==> src/rtl/tlul_a_arbiter.sv <==
// TL-UL A-channel arbiter: N master sockets share one slave socket with round-robin
// grant and hold lock; D responses are routed back by the index bits in the source.
module tlul_a_arbiter #(
   parameter int unsigned NUM_MASTERS     = 2,
   parameter int unsigned ADDR_WIDTH      = 32,
   parameter int unsigned DATA_WIDTH      = 32,
   parameter int unsigned SIZE_WIDTH      = 3,
   parameter int unsigned SRC_WIDTH       = 1,
   parameter int unsigned OPCODE_WIDTH    = 3,
   parameter int unsigned PARAM_WIDTH     = 3,
   parameter int unsigned SINK_WIDTH      = 1,
   parameter int unsigned MAX_OUTSTANDING = 4
) (
   input  logic                                         clk_100,
   input  logic                                         reset_n,
   input  logic [NUM_MASTERS-1:0]                       m_a_valid,
   output logic [NUM_MASTERS-1:0]                       m_a_ready,
   input  logic [NUM_MASTERS*OPCODE_WIDTH-1:0]          m_a_opcode,
   input  logic [NUM_MASTERS*PARAM_WIDTH-1:0]           m_a_param,
   input  logic [NUM_MASTERS*SIZE_WIDTH-1:0]            m_a_size,
   input  logic [NUM_MASTERS*SRC_WIDTH-1:0]             m_a_source,
   input  logic [NUM_MASTERS*ADDR_WIDTH-1:0]            m_a_address,
   input  logic [NUM_MASTERS*(DATA_WIDTH/8)-1:0]        m_a_mask,
   input  logic [NUM_MASTERS*DATA_WIDTH-1:0]            m_a_data,
   output logic [NUM_MASTERS-1:0]                       m_d_valid,
   input  logic [NUM_MASTERS-1:0]                       m_d_ready,
   output logic [OPCODE_WIDTH-1:0]                      m_d_opcode,
   output logic [PARAM_WIDTH-1:0]                       m_d_param,
   output logic [SIZE_WIDTH-1:0]                        m_d_size,
   output logic [SRC_WIDTH-1:0]                         m_d_source,
   output logic [SINK_WIDTH-1:0]                        m_d_sink,
   output logic [DATA_WIDTH-1:0]                        m_d_data,
   output logic                                         m_d_error,
   output logic                                         s_a_valid,
   input  logic                                         s_a_ready,
   output logic [OPCODE_WIDTH-1:0]                      s_a_opcode,
   output logic [PARAM_WIDTH-1:0]                       s_a_param,
   output logic [SIZE_WIDTH-1:0]                        s_a_size,
   output logic [SRC_WIDTH+$clog2(NUM_MASTERS)-1:0]     s_a_source,
   output logic [ADDR_WIDTH-1:0]                        s_a_address,
   output logic [DATA_WIDTH/8-1:0]                      s_a_mask,
   output logic [DATA_WIDTH-1:0]                        s_a_data,
   input  logic                                         s_d_valid,
   output logic                                         s_d_ready,
   input  logic [OPCODE_WIDTH-1:0]                      s_d_opcode,
   input  logic [PARAM_WIDTH-1:0]                       s_d_param,
   input  logic [SIZE_WIDTH-1:0]                        s_d_size,
   input  logic [SRC_WIDTH+$clog2(NUM_MASTERS)-1:0]     s_d_source,
   input  logic [SINK_WIDTH-1:0]                        s_d_sink,
   input  logic [DATA_WIDTH-1:0]                        s_d_data,
   input  logic                                         s_d_error,
   output logic                                         err_unexpected_d
);

   localparam int unsigned IDX_W  = $clog2(NUM_MASTERS);
   localparam int unsigned MASK_W = DATA_WIDTH / 8;
   localparam int unsigned SS_W   = SRC_WIDTH + IDX_W;
   localparam int unsigned CNT_W  = $clog2(MAX_OUTSTANDING + 1);

   typedef enum logic {IDLE, LOCKED} state_t;

   state_t                 state;
   logic [IDX_W-1:0]       rr_ptr;
   logic [IDX_W-1:0]       grant_q;
   logic [IDX_W-1:0]       grant_idx;
   logic [IDX_W-1:0]       cand;
   logic                   grant_vld;
   logic [IDX_W-1:0]       d_idx;
   logic [CNT_W-1:0]       cnt [NUM_MASTERS];
   logic [NUM_MASTERS-1:0] eligible;
   logic [NUM_MASTERS-1:0] a_hs;
   logic [NUM_MASTERS-1:0] d_hs;
   logic                   err_q;

   always_comb begin
      for (int unsigned i = 0; i < NUM_MASTERS; i++)
         eligible[i] = m_a_valid[i] && (cnt[i] < CNT_W'(MAX_OUTSTANDING));
   end

   // Reset gating keeps every valid/ready output low while reset_n is asserted.
   always_comb begin
      grant_idx = '0;
      grant_vld = 1'b0;
      cand      = '0;
      if (reset_n) begin
         if (state == LOCKED) begin
            grant_idx = grant_q;
            grant_vld = 1'b1;
         end else begin
            for (int unsigned off = 0; off < NUM_MASTERS; off++) begin
               cand = rr_ptr + IDX_W'(off);
               if (!grant_vld && eligible[cand]) begin
                  grant_idx = cand;
                  grant_vld = 1'b1;
               end
            end
         end
      end
   end

   always_comb begin
      s_a_valid   = grant_vld;
      s_a_opcode  = '0;
      s_a_param   = '0;
      s_a_size    = '0;
      s_a_source  = '0;
      s_a_address = '0;
      s_a_mask    = '0;
      s_a_data    = '0;
      for (int unsigned i = 0; i < NUM_MASTERS; i++)
         m_a_ready[i] = grant_vld && (grant_idx == IDX_W'(i)) && s_a_ready;
      if (grant_vld) begin
         s_a_opcode  = m_a_opcode [int'(grant_idx)*OPCODE_WIDTH +: OPCODE_WIDTH];
         s_a_param   = m_a_param  [int'(grant_idx)*PARAM_WIDTH  +: PARAM_WIDTH];
         s_a_size    = m_a_size   [int'(grant_idx)*SIZE_WIDTH   +: SIZE_WIDTH];
         s_a_source  = {grant_idx, m_a_source[int'(grant_idx)*SRC_WIDTH +: SRC_WIDTH]};
         s_a_address = m_a_address[int'(grant_idx)*ADDR_WIDTH   +: ADDR_WIDTH];
         s_a_mask    = m_a_mask   [int'(grant_idx)*MASK_W       +: MASK_W];
         s_a_data    = m_a_data   [int'(grant_idx)*DATA_WIDTH   +: DATA_WIDTH];
      end
   end

   always_comb begin
      d_idx     = s_d_source[SS_W-1:SRC_WIDTH];
      m_d_valid = '0;
      s_d_ready = 1'b0;
      if (reset_n) begin
         m_d_valid[d_idx] = s_d_valid;
         s_d_ready        = m_d_ready[d_idx];
      end
      a_hs = m_a_ready;
      d_hs = m_d_valid & {NUM_MASTERS{s_d_ready}};
   end

   assign m_d_opcode       = s_d_opcode;
   assign m_d_param        = s_d_param;
   assign m_d_size         = s_d_size;
   assign m_d_source       = s_d_source[SRC_WIDTH-1:0];
   assign m_d_sink         = s_d_sink;
   assign m_d_data         = s_d_data;
   assign m_d_error        = s_d_error;
   assign err_unexpected_d = err_q;

   always_ff @(posedge clk_100 or negedge reset_n) begin
      if (!reset_n) begin
         state   <= IDLE;
         rr_ptr  <= '0;
         grant_q <= '0;
         err_q   <= 1'b0;
         for (int unsigned i = 0; i < NUM_MASTERS; i++)
            cnt[i] <= '0;
      end else begin
         case (state)
            IDLE: begin
               if (grant_vld) begin
                  if (s_a_ready) begin
                     rr_ptr <= grant_idx + 1'b1;
                  end else begin
                     grant_q <= grant_idx;
                     state   <= LOCKED;
                  end
               end
            end
            LOCKED: begin
               if (s_a_ready) begin
                  rr_ptr <= grant_q + 1'b1;
                  state  <= IDLE;
               end
            end
            default: state <= IDLE;
         endcase
         // A response to an idle master is still forwarded; only the sticky flag records it.
         for (int unsigned i = 0; i < NUM_MASTERS; i++) begin
            if (a_hs[i] && !d_hs[i]) begin
               if (cnt[i] != CNT_W'(MAX_OUTSTANDING))
                  cnt[i] <= cnt[i] + 1'b1;
            end else if (d_hs[i] && !a_hs[i] && (cnt[i] != '0)) begin
               cnt[i] <= cnt[i] - 1'b1;
            end
            if (d_hs[i] && (cnt[i] == '0))
               err_q <= 1'b1;
         end
      end
   end

endmodule
==> config.mk <==
export PLATFORM = sky130hd
export DESIGN_NAME = tlul_a_arbiter
export DESIGN_NICKNAME = d
export VERILOG_FILES = /design/src/rtl/tlul_a_arbiter.sv
export SDC_FILE = /design/constraint.sdc
export NUM_CORES = 1
export LEC_CHECK = 0
export ABC_AREA = 0
export BUFFER_PORTS_ARGS = -buffer_cell sky130_fd_sc_hd__buf_2
export CORE_AREA = 8 8 127 129
export CTS_CLUSTER_SIZE = 24
export DETAILED_ROUTE_END_ITERATION = 12
export DIE_AREA = 0 0 135 137
export SYNTH_ARGS = -nofsm -noshare
export SYNTH_HDL_FRONTEND = slang
export SYNTH_SLANG_ARGS = --single-unit
==> constraint.sdc <==
create_clock -name clk_100 -period 2.85 [get_ports clk_100]
set_input_delay 0.7125 -clock clk_100 [delete_from_list [all_inputs] [get_ports clk_100]]
set_output_delay 0.7125 -clock clk_100 [all_outputs]
set_load 0.05 [all_outputs]
Word-level counts from Yosys, hierarchy flattened
Cells that the tools add are included.
Storage, ports and cells
  register bits after elaboration: 10
  input port bits: 209
  output and inout port bits: 130
  word-level logic and storage cells: 113
Operators by class
  add/sub/neg operators: 7
  multipliers: 1
  magnitude comparators: 6
  equal/unequal tests: 7
  shifts and indexed selects: 7
  muxes and demuxes: 42
  bitwise logic cells: 5
  reductions and logical operators: 32
Operator list (count)
  64-bit by 7-bit indexed part select with 32-bit output: 2
  32-bit two-way mux: 2
  3-bit two-way mux: 9
  1-bit two-way mux: 25
  6-bit by 4-bit indexed part select with 3-bit output: 3
  1-bit logical AND: 16
  8-bit by 4-bit indexed part select with 4-bit output: 1
  3-bit by 1-bit adder with 3-bit output, second input constant: 2
  3-bit zero test: 2
  1-bit by 2-bit less-than comparator with 1-bit output, second input constant: 3
  3-bit less-than comparator, second input constant: 2
  2-bit inequality test, second input constant: 3
  3-bit inequality test, second input constant: 2
  3-bit AND reduction: 2
  2-bit nonzero test: 3
  3-bit nonzero test: 2
  3-bit by 1-bit subtractor with 3-bit output, second input constant: 2
  1-bit zero test: 5
  2-bit AND: 2
  2-bit two-way mux: 2
  4-bit two-way mux: 1
  2-bit by 1-bit inequality test with 1-bit output, second input constant: 2
  1-bit one-hot mux with 2 select lines: 2
  2-bit AND reduction: 2
  other kinds (6): 10

Depth between registers and ports, before layout
  depth after elaboration: 20
  gate-level depth with buffers: 10
  depth with buffers taken out: 9

Worst setup path before layout
Ideal clock, no wire load.
  path type: in2out
  start point: input port m_a_valid[0]
  end point: output port m_a_ready[0]
  arrival time: 3.078 ns
  data required time: 2.138 ns
  path slack: -0.941 ns
  cell stages on the path: 6
  path buffers: 2
  cells stage by stage: or4b_1 o2111ai_2 inv_2 buf_6 clkbuf_1 nor3_1
On the way
  word-level cells in the longest chain between the ends: 14
  elaborated cells on any way between the ends: 20
  those cells by class: 14 x mux; 1 x bitwise; 5 x reduce/logical
Ends and longest elaborated chain
  start, declared: RTL line 16  | input logic [NUM_MASTERS-1:0] m_a_valid,
  1-bit logical AND (*): RTL line 77  | eligible[i] = m_a_valid[i] && (cnt[i] < CNT_W'(MAX_OUTSTANDING));
  1-bit two-way mux (implied by the code) (2 in series): RTL line 92  | if (!grant_vld && eligible[cand]) begin
  1-bit two-way mux: RTL line 92
  1-bit two-way mux: RTL line 86  | if (state == LOCKED) begin
  1-bit two-way mux: RTL line 85  | if (reset_n) begin
  1-bit zero test: RTL line 92
  1-bit logical AND: RTL line 92
  1-bit two-way mux: RTL line 92
  1-bit two-way mux: RTL line 86
  1-bit two-way mux: RTL line 85
  1-bit NOT: RTL line 111  | m_a_ready[i] = grant_vld && (grant_idx == IDX_W'(i)) && s_a_ready;
  1-bit logical AND (*) (2 in series): RTL line 111
  end, declared: RTL line 17  | output logic [NUM_MASTERS-1:0] m_a_ready,
Mark *: on every way between the ends. The rest lies on a longest branch, timed or not. The select of a mux whose other input is x is not followed.

Final worst setup path
  start point: input port m_a_valid[0]
  end point: output port s_a_data[14]
On the way
  word-level cells in the longest chain between the ends: 13
  elaborated cells on any way between the ends: 19
  those cells by class: 1 x shift; 15 x mux; 3 x reduce/logical
Ends and longest elaborated chain
  1-bit logical AND (*): RTL line 77
  1-bit two-way mux (implied by the code) (2 in series): RTL line 92
  1-bit two-way mux: RTL line 92
  1-bit two-way mux: RTL line 86
  1-bit two-way mux: RTL line 85
  1-bit zero test: RTL line 92
  1-bit logical AND: RTL line 92
  1-bit two-way mux: RTL line 92
  1-bit two-way mux: RTL line 86
  1-bit two-way mux: RTL line 85
  64-bit by 7-bit indexed part select with 32-bit output: RTL line 119  | s_a_data = m_a_data [int'(grant_idx)*DATA_WIDTH +: DATA_WIDTH];
  32-bit two-way mux (*): RTL line 112  | if (grant_vld) begin
  end, declared: RTL line 42  | output logic [DATA_WIDTH-1:0] s_a_data,
Marked as above.

==> reports/qor.txt <==
status: finished, violations left
failing checks: setup timing
Post-DRT Antenna Nets: 0
drc violations: 0
WHS: 0.4643 ns
Leakage: 2.402 nW
clock group share of total power: 6.6%
flip-flop and latch count after synthesis: 10
post-synthesis sequential area ratio: 13.75%
Comb pwr share: 86.4%
Final nets: 661
die width: 135 um
post-layout min period: 2.909 ns
initial drt markers: 110
site row count: 44
hold buffer count at CTS: 0
largest family of logic cells by synthesized area: compound AO/OA/AOI/OAI gates
PortBufs: 250
Reg power frac: 6.9%
Worst Setup Start Kind: input pin
drt pass-1 iters: 4
initial core utilization: 12.82%
R2R depth: 10
H-tree depth: 1
Compound-Gate Fraction of Synth Area: 49.00%
actual slew at the worst max-slew pin: 0.4353 ns
final setup fails: 78
DR vias: 2816
Post-Syn Nets: 429
Slew Limit Fails: 0
RSZ-0062 raised after global routing: true
Post-synth EDFFs: 0
FFs w/ async S/R, synth: 100.0%
commonest non-fill, non-tap cells in the layout: buf_2, buf_6, a22o_4
Clk pin slew, worst setup/hold paths: 0.04 ns
total CTS buffers: 3
syn avg cell area: 8.351 um2
HP Class: flop to flop
Int Power: 0.002077 W
Cell Pwr Density: 887.6 nW/um2
CP Data Required Time: 2.14 ns
vias in the first global route: 2973
routability cong.: 0.8154
largest cells by area after synthesis: a22o_1, buf_4, dfrtp_1
Yosys Warn Count: 0
ANT cells: 0
simple-gate share of the synthesized area: 8.454%
Peak supply drop: 0.4040 mV
Synth Instances: 218
multiplexer area fraction after synthesis: 1.168%
crit path capture type: output pin
root buffer cell: clkbuf_16
die area: 18500 um2
IO Pins: 339
post-route setup slack: -0.05862 ns
slew margin rel.: 70.84%
Post-Synthesis Cell Area: 1820 um2
Power Total: 0.004229 W
CTS tree: done
largest net degree at the start of global routing: 22
Layout Skew: 0.001087 ns
share of layout cells above drive strength 1: 85.75%
post-route insts no fill: 633
Fmax: 343.8 MHz
initial antenna violation count: 1
peak fanout along the critical path: 14
aggregate routed wire length: 16340 um
Adder-Cell Fraction of Synth Area: 2.199%
Num Clock Sinks: 10
cell taking the most area after synthesis: a22o_1
# Max-Cap Violations: 0
global route overflow: 0
synth unique cells: 38
switching pwr: 0.002152 W
cell count after placement: 606
hold path depth: 2
core box area: 14200 um2
GRT Total Usage: 14.66%
crit share post-route: 102.1%
setup slack after placement: -0.1644 ns
Die Ht: 137 um
fillers: 1451
Skew-Pair Late Insertion Delay: 0.24 ns
Main synth FF type: dfrtp_1
DP Wirelength: 11720 um
xor/xnor cell area share of the yosys netlist: 0.4811%
drt wl/cell: 25.81 um
P&R area growth vs syn: 161.7%
global-route wire length before repair: 20040 um
most common cell after layout, fill and taps aside: buf_2
final hold violation count: 0
Yosys top cell area share: 37.53%
Crit path arrival time: 2.20 ns
CTS max path bufs: 2
sw frac: 50.89%
via/cell ratio: 4.449
crit path kind: input pin to output pin
-- cell usage after synthesis (all sizes together) (3+ instances only) --
library cell / count
nor2: 10
buf: 53
inv: 9
o21ai: 6
nor3: 4
a22o: 78
nand2: 3
clkbuf: 9
a21oi: 5
dfrtp: 10
-- logic make-up after synthesis --
logic type,after synthesis
XOR/XNOR,1
AO/OA/AOI/OAI,105
buffers and inverters,71
multiplexers,2
flip-flops,10
AND/OR/NAND/NOR,27
adder cells (fa/ha/maj),2
-- registers in the layout, summed over array words and instances (netlist names) --
register and cells:
grant_q 1, state 1, err_unexpected_d 1, rr_ptr 1, cnt 6
-- power by group through the flow --
stage / Clock (W) / Combinational [W] / Sequential [W]
finish: 0.000280 / 0.00366 / 0.000293
global route: 0.000290 / 0.00379 / 0.000307
CTS: 0.000282 / 0.00326 / 0.000288
detailed placement: 0 / 0.00253 / 0.000288
global placement: 0 / 0.00252 / 0.000289
floorplan: 0 / 0.00197 / 0.000303
-- metal layers --
layer	vias to the layer above	share of wire [%]	wire [um]	GRT usage [%]
met3	26	19	3057	12.44
met5	-	0.12	20	0
li1	1276	-	-	-
met1	1322	34	5519	15.61
met2	190	46	7584	22.15
met4	2	0.95	155	2.221
-- final timing paths --
check	start	to	slack, ns
min reg2reg	err_unexpected_d$_DFFE_PN0P_	err_unexpected_d$_DFFE_PN0P_	0.46
max reg2reg	rr_ptr$_DFFE_PN0P_	cnt[5]$_DFFE_PN0P_	0.16
max in group asynchronous	reset_n	cnt[1]$_DFFE_PN0P_	2.07
min	err_unexpected_d$_DFFE_PN0P_	err_unexpected_d$_DFFE_PN0P_	0.46
min in group asynchronous	reset_n	state$_DFF_PN0_	0.47
max	m_a_valid[0]	s_a_data[14]	-0.06
-- stage by stage --
| stage | cell area (um2) | util (%) | TNS (ns) |
|---|---|---|---|
| 4_1_cts | 4243 | 29.87 | -3.533 |
| 2_1_floorplan | 1981 | - | -0.7807 |
| 3_5_place_dp | 3308 | 23.29 | -10.82 |
| 3_3_place_gp | 3308 | 23.29 | -8.796 |
| 6_report | 4765 | 33.54 | -2.559 |
| 5_1_grt | 4765 | 33.54 | -6.811 |
-- layout make-up --
type | instances | area (um2) | share of cell area [%]
well taps | 184 | 230.2 | 4.832
flip-flops and latches | 10 | 250.2 | 5.252
multi-input cells | 137 | 1562 | 32.77
repair buffers | 289 | 2597 | 54.52
inverters | 9 | 36.28 | 0.7616
clock buffers | 4 | 88.84 | 1.864
-- critical path, cell delays in order --
cell and delay [ns]:
buf_6 0.07, or4b_4 0.46, o2111ai_4 0.10, inv_4 0.09, nor2_4 0.13, buf_6 0.15
buf_16 0.16, a22o_2 0.16, buf_6 0.16
-- what timing repair did --
item / 4_1_cts / 5_1_grt
setup buffers: 5 / 2
endpoints found under the setup margin: 78 / 80
gates resized for setup: 178 / 63
cloned: 7 / 9
pin swaps: 6 / 5
(Power assumes the default switching activity.)
